[config.mk]
export PLATFORM = sky130hd
export DESIGN_NAME = rpc_dram_cmd_receiver
export DESIGN_NICKNAME = d
export VERILOG_FILES = /design/src/rtl/rpc_dram_cmd_receiver.sv
export SDC_FILE = /design/constraint.sdc
export NUM_CORES = 1
export LEC_CHECK = 0
export CORE_ASPECT_RATIO = 1.25
export CORE_MARGIN = 2
export CORE_UTILIZATION = 55
export DETAILED_ROUTE_END_ITERATION = 7
export PLACE_DENSITY = 0.79
export REMOVE_ABC_BUFFERS = 1
export SYNTH_ARGS = -nofsm -noshare
export SYNTH_HDL_FRONTEND = slang
export SYNTH_SLANG_ARGS = --single-unit
[constraint.sdc]
create_clock -name clk_i -period 4.38 [get_ports clk_i]
set_input_delay 0.876 -clock clk_i [delete_from_list [all_inputs] [get_ports clk_i]]
set_output_delay 0.876 -clock clk_i [all_outputs]
set_load 0.01 [all_outputs]
[src/rtl/rpc_dram_cmd_receiver.sv]
// RPC DRAM command receiver: samples two-word command frames, decodes them,
// tracks per-bank open state and tRCD, and reports protocol errors.
module rpc_dram_cmd_receiver #(
    parameter int NUM_BANKS   = 4,
    parameter int ROW_WIDTH   = 13,
    parameter int TRCD_CYCLES = 4,
    parameter int CNT_WIDTH   = 8
) (
    input  logic                         clk_i,
    input  logic                         rst_i,
    input  logic                         rpc_cs_ni,
    input  logic                         rpc_stb_i,
    input  logic [15:0]                  rpc_db_i,
    output logic                         cmd_valid_o,
    input  logic                         cmd_ready_i,
    output logic [3:0]                   cmd_op_o,
    output logic [$clog2(NUM_BANKS)-1:0] cmd_bank_o,
    output logic [ROW_WIDTH-1:0]         cmd_row_o,
    output logic [9:0]                   cmd_col_o,
    output logic [5:0]                   cmd_blen_o,
    output logic [NUM_BANKS-1:0]         bank_open_o,
    output logic                         busy_o,
    output logic [5:0]                   err_o,
    input  logic                         err_clr_i
);
    // state  | meaning
    // S_IDLE | waiting for cs_n low together with stb
    // S_W0   | capturing command bits [15:0]
    // S_W1   | capturing command bits [31:16]; command handed to decode
    // S_DATA | ignoring blen+1 data beats of a RD/WR
    typedef enum logic [1:0] {S_IDLE, S_W0, S_W1, S_DATA} state_t;

    localparam int BANK_W = $clog2(NUM_BANKS);

    localparam logic [3:0] OP_ACT  = 4'd1;
    localparam logic [3:0] OP_RD   = 4'd2;
    localparam logic [3:0] OP_WR   = 4'd3;
    localparam logic [3:0] OP_PRE  = 4'd4;
    localparam logic [3:0] OP_PREA = 4'd5;
    localparam logic [3:0] OP_REF  = 4'd6;
    localparam logic [3:0] OP_ZQC  = 4'd7;
    localparam logic [3:0] OP_MRS  = 4'd8;

    localparam logic [CNT_WIDTH-1:0] TRCD_LOAD = CNT_WIDTH'(TRCD_CYCLES - 1);

    state_t      state, state_nxt;
    logic [31:0] cmd_q, cmd_nxt;
    logic [5:0]  beat_q, beat_nxt;
    logic        dec_q, dec_nxt;
    logic        abort;
    logic        stb_err;

    always_ff @(posedge clk_i or posedge rst_i) begin
        if (rst_i) begin
            state  <= S_IDLE;
            cmd_q  <= '0;
            beat_q <= '0;
            dec_q  <= 1'b0;
        end else begin
            state  <= state_nxt;
            cmd_q  <= cmd_nxt;
            beat_q <= beat_nxt;
            dec_q  <= dec_nxt;
        end
    end

    always_comb begin
        state_nxt = state;
        cmd_nxt   = cmd_q;
        beat_nxt  = beat_q;
        dec_nxt   = 1'b0;
        abort     = 1'b0;
        stb_err   = 1'b0;
        unique case (state)
            S_IDLE: begin
                if (!rpc_cs_ni && rpc_stb_i) state_nxt = S_W0;
            end
            S_W0: begin
                if (rpc_cs_ni) begin
                    abort     = 1'b1;
                    state_nxt = S_IDLE;
                end else begin
                    stb_err   = rpc_stb_i;
                    cmd_nxt   = {cmd_q[31:16], rpc_db_i};
                    state_nxt = S_W1;
                end
            end
            S_W1: begin
                if (rpc_cs_ni) begin
                    abort     = 1'b1;
                    state_nxt = S_IDLE;
                end else begin
                    stb_err = rpc_stb_i;
                    cmd_nxt = {rpc_db_i, cmd_q[15:0]};
                    dec_nxt = 1'b1;
                    // op was captured in W0, blen arrives in this word
                    if (cmd_q[3:0] == OP_RD || cmd_q[3:0] == OP_WR) begin
                        beat_nxt  = rpc_db_i[15:10];
                        state_nxt = S_DATA;
                    end else begin
                        state_nxt = S_IDLE;
                    end
                end
            end
            S_DATA: begin
                if (rpc_cs_ni) begin
                    abort     = 1'b1;
                    state_nxt = S_IDLE;
                end else begin
                    stb_err = rpc_stb_i;
                    if (beat_q == '0) state_nxt = S_IDLE;
                    else beat_nxt = beat_q - 6'd1;
                end
            end
            default: state_nxt = S_IDLE;
        endcase
    end

    assign busy_o = (state != S_IDLE);

    logic [3:0]           dec_op;
    logic [BANK_W-1:0]    dec_bank;
    logic                 dec_act;
    logic                 dec_rdwr;

    assign dec_op   = cmd_q[3:0];
    assign dec_bank = cmd_q[4 +: BANK_W];
    assign dec_act  = (dec_op == OP_ACT);
    assign dec_rdwr = (dec_op == OP_RD) || (dec_op == OP_WR);

    logic [NUM_BANKS-1:0] open_nxt;
    logic [CNT_WIDTH-1:0] trcd_q   [NUM_BANKS];
    logic [CNT_WIDTH-1:0] trcd_nxt [NUM_BANKS];
    logic                 err_illegal;
    logic                 err_closed;
    logic                 err_act_open;
    logic                 err_trcd;
    logic                 collision;
    logic [5:0]           err_set;

    always_comb begin
        open_nxt     = bank_open_o;
        err_illegal  = 1'b0;
        err_closed   = 1'b0;
        err_act_open = 1'b0;
        err_trcd     = 1'b0;
        for (int i = 0; i < NUM_BANKS; i++) begin
            trcd_nxt[i] = (trcd_q[i] == '0) ? '0 : trcd_q[i] - CNT_WIDTH'(1);
        end
        if (dec_q) begin
            case (dec_op)
                OP_ACT: begin
                    err_act_open       = bank_open_o[dec_bank];
                    open_nxt[dec_bank] = 1'b1;
                    trcd_nxt[dec_bank] = TRCD_LOAD;
                end
                OP_RD, OP_WR: begin
                    err_closed = ~bank_open_o[dec_bank];
                    err_trcd   = (trcd_q[dec_bank] != '0);
                end
                OP_PRE:           open_nxt[dec_bank] = 1'b0;
                OP_PREA:          open_nxt = '0;
                OP_REF, OP_ZQC:   err_closed = |bank_open_o;
                OP_MRS:           ;
                default:          err_illegal = 1'b1;
            endcase
        end
    end

    // a new decode while the previous command is still unaccepted overwrites it
    assign collision = dec_q & cmd_valid_o & ~cmd_ready_i;
    assign err_set   = {collision | stb_err, err_trcd, err_act_open,
                        err_closed, err_illegal, abort};

    always_ff @(posedge clk_i or posedge rst_i) begin
        if (rst_i) begin
            cmd_valid_o <= 1'b0;
            cmd_op_o    <= '0;
            cmd_bank_o  <= '0;
            cmd_row_o   <= '0;
            cmd_col_o   <= '0;
            cmd_blen_o  <= '0;
            bank_open_o <= '0;
            err_o       <= '0;
            for (int i = 0; i < NUM_BANKS; i++) trcd_q[i] <= '0;
        end else begin
            bank_open_o <= open_nxt;
            for (int i = 0; i < NUM_BANKS; i++) trcd_q[i] <= trcd_nxt[i];
            err_o <= (err_clr_i ? 6'd0 : err_o) | err_set;
            if (dec_q) begin
                cmd_valid_o <= 1'b1;
                cmd_op_o    <= dec_op;
                cmd_bank_o  <= dec_bank;
                cmd_row_o   <= dec_act  ? cmd_q[6 +: ROW_WIDTH] : '0;
                cmd_col_o   <= dec_rdwr ? cmd_q[25:16] : '0;
                cmd_blen_o  <= dec_rdwr ? cmd_q[31:26] : '0;
            end else if (cmd_valid_o && cmd_ready_i) begin
                cmd_valid_o <= 1'b0;
            end
        end
    end

endmodule

==> impl_metrics.yaml <==
outcome:
  status: "finished, final reports clean"
grt:
  met1_usage: 0.299
  first_global_vias: 3820
  grt_pass1_wl_um: 18900
  grt_max_degree: 71
  antenna_found_initial: 0
  grt_use_met3: 0.0584
  grtUsageTotal: 0.235
  grt_overflow_total: 0
  top_usage_layer: "met2"
  grt_util_met2: 0.401
power:
  power_density_nw_per_um2: 634
  peakVddDrop_mv: 0.436
  leakage_uw: 0.00286
layout:
  fillers: 628
  seq_area_um2: 2980
  num-nets-final: 585
  area_delta_synth_final_pct: 27.1
  drive_gt1_frac: 0.143
  stdcell_count: 689
  fin_util: 0.718
  multi_input_area_um2: 1930
  antenna_cells: 0
  fin_area_um2: 6550
placement:
  dp.cells: 657
  dp_hpwl_um: 7570
  dpl_cell_area_um2: 5970
  port_buffers: 68
  gp_congestion: 0.897
clock_tree:
  clkSlewWorstSetupHoldPaths_ns: 0.05
  clock-sinks: 119
  cts_buffer_depth: 2
  postCtsHoldBufs: 0
  postCtsSetupRepairBufs: 0
  clk_root_buffer_cell: "clkbuf_16"
  cts_buffers: 17
  cts_resized: 0
  htree_levels: 4
  cts_tree: "built"
  clk-insertion-delay-late_ns: 0.40
sta:
  setup_violations: 0
  skew_ns: 0.00467
  hold_ws_ns: 0.473
  grt_setup_unrepaired: "no"
  fin_crit_sh: 0.570
  max_freq_ghz: 0.401
  worstMarginPinSlew_ns: 0.922
  relSlewSlack: 0.385
  tns_ns: 0
  drv_slew: 0
  fin_crit_ns: 2.49
  hold_viol: 0
worst_hold_path:
  worstHoldStart: "cmd_q[15]$_DFFE_PP0P_"
  hp-class: "reg2reg"
die:
  num_rows: 39
  die_x_um: 90.6
  die-height_um: 112
  start_util: 0.565
  core_area_um2: 9130
  die_area_um2: 10200
  pin_count: 69
drt:
  drt_pre_antenna_iters: 5
  wl_um: 11200
  dr_total_vias: 3723
  drt-wirelength-per-cell_um: 16.3
  drc: 0
  antenna_left: 0
  drt-initial-drc-count: 268
  via_per_inst: 5.40
critical_path:
  crit_type: "reg2out"
  endpoint_kind: "output port"
  worstPathArrival_ns: 1.62
  cp-start-kind: "flop"
  r2r_start: "cmd_q[2]$_DFFE_PP0P_"
  crit_required_ns: 3.50
  cp_max_fo: 8
  startpoint: "state[0]$_DFFE_PP0P_"
synth:
  ys_ff_latch: 119
  synth_enable_flop_cells: 0
  syn_avg_cell_area_um2: 10.8
  synth_largest_area_cell: "dfrtp_1"
  synth_cells: 476
  synthArstFlopShare: 1.00
  netlist_top_cells_area: "dfrtp_1, mux2_2, o21ai_0"
  synth_area_um2: 5160
  synth.most_common_cell: "dfrtp_1"
  ys.flop_type: "dfrtp_1"
  ys_seq_area_frac: 0.578
  ys_top_cells_by_count: "dfrtp_1, o21ai_0, nand2_1, inv_1, nor2_1"
  yosysTopAreaCellShare: 0.578
  ys_types: 50
  yosysWarnings: 0
run:
  maxCapViolations: 0
-- registers in the layout, summed over array words and instances, names as in the netlist, 4 cells and up --
register     count
cmd_q           32
trcd_q          32
cmd_row_o       13
cmd_col_o       10
beat_q           6
cmd_blen_o       6
err_o            6
bank_open_o      4
cmd_op_o         4
-- cell families after synthesis --
logic type,share of synthesized area
compound gates,0.0932
xor+xnor,0.0323
fa+ha+maj,0.0243
buf+inv,0.0490
flops,0.578
mux,0.0881
simple gates,0.136
-- where the power goes --
group          switching [uW]  leakage (uW)  internal, uW
sequential                327       0.00151          1470
clock                     456      0.000287           902
combinational             467       0.00106           530
-- final cells by class --
cell class | count | area share
flip-flops and latches | 119 | 0.454
multi-input cells | 293 | 0.295
repair buffers | 74 | 0.111
clock buffers | 22 | 0.0693
inverters | 48 | 0.0279
well taps | 123 | 0.0235
clock inverters | 10 | 0.0195
-- through the flow --
step,total power [uW],setup WS (ns)
final,4160,1.89
after global routing,4400,1.78
after CTS,4180,1.86
after detailed placement,2790,1.81
after global placement,2710,1.89
after floorplan,2380,0.347
-- final timing paths --
path / to / slack (ns) / cells after the start
max reg2reg: cmd_row_o[2]$_DFFE_PP0P_ / 2.16 / 4
min: cmd_row_o[9]$_DFFE_PP0P_ / 0.47 / 2
max: busy_o / 1.89 / 3
max in group asynchronous: trcd_q[22]$_DFF_PP0_ / 2.39 / 3
min reg2reg: cmd_row_o[9]$_DFFE_PP0P_ / 0.47 / 2
min in group asynchronous: cmd_col_o[0]$_DFFE_PP0P_ / 1.05 / 2
-- layer usage --
| metal | wire, um | up-vias |
|---|---|---|
| met5 | 0 | - |
| met4 | 163 | 0 |
| met3 | 464 | 15 |
| met2 | 5840 | 100 |
| met1 | 4770 | 1849 |
| li1 | - | 1759 |
-- critical path: stages (launching register included) --
cell,delay [ns]
dfrtp_1,0.44
nor2_1,0.21
inv_1,0.08
clkdlybuf4s50_1,0.49
-- layout by cell type (no fill, tap or decap), types with 2 or more instances in the layout --
cell type	n
dfrtp_1	119
clkdlybuf4s50_1	68
o21ai_0	51
nand2_1	49
inv_1	47
nor2_1	40
mux2_2	37
clkbuf_16	17
a21oi_1	13
xor2_1	10
ha_1	10
xnor2_1	9
nand3_1	8
or3_1	6
clkinv_2	6
buf_4	6
nor3_1	5
o31ai_1	5
clkbuf_1	4
nor4bb_1	3
nor2b_1	3
o22ai_1	3
nand2b_1	3
a22o_1	3
bufinv_16	3
nor3_2	2
nor3b_2	2
nor3b_1	2
nor4_1	2
nor4b_1	2
or4_1	2
nand4_1	2
(Power assumes the default switching activity.)
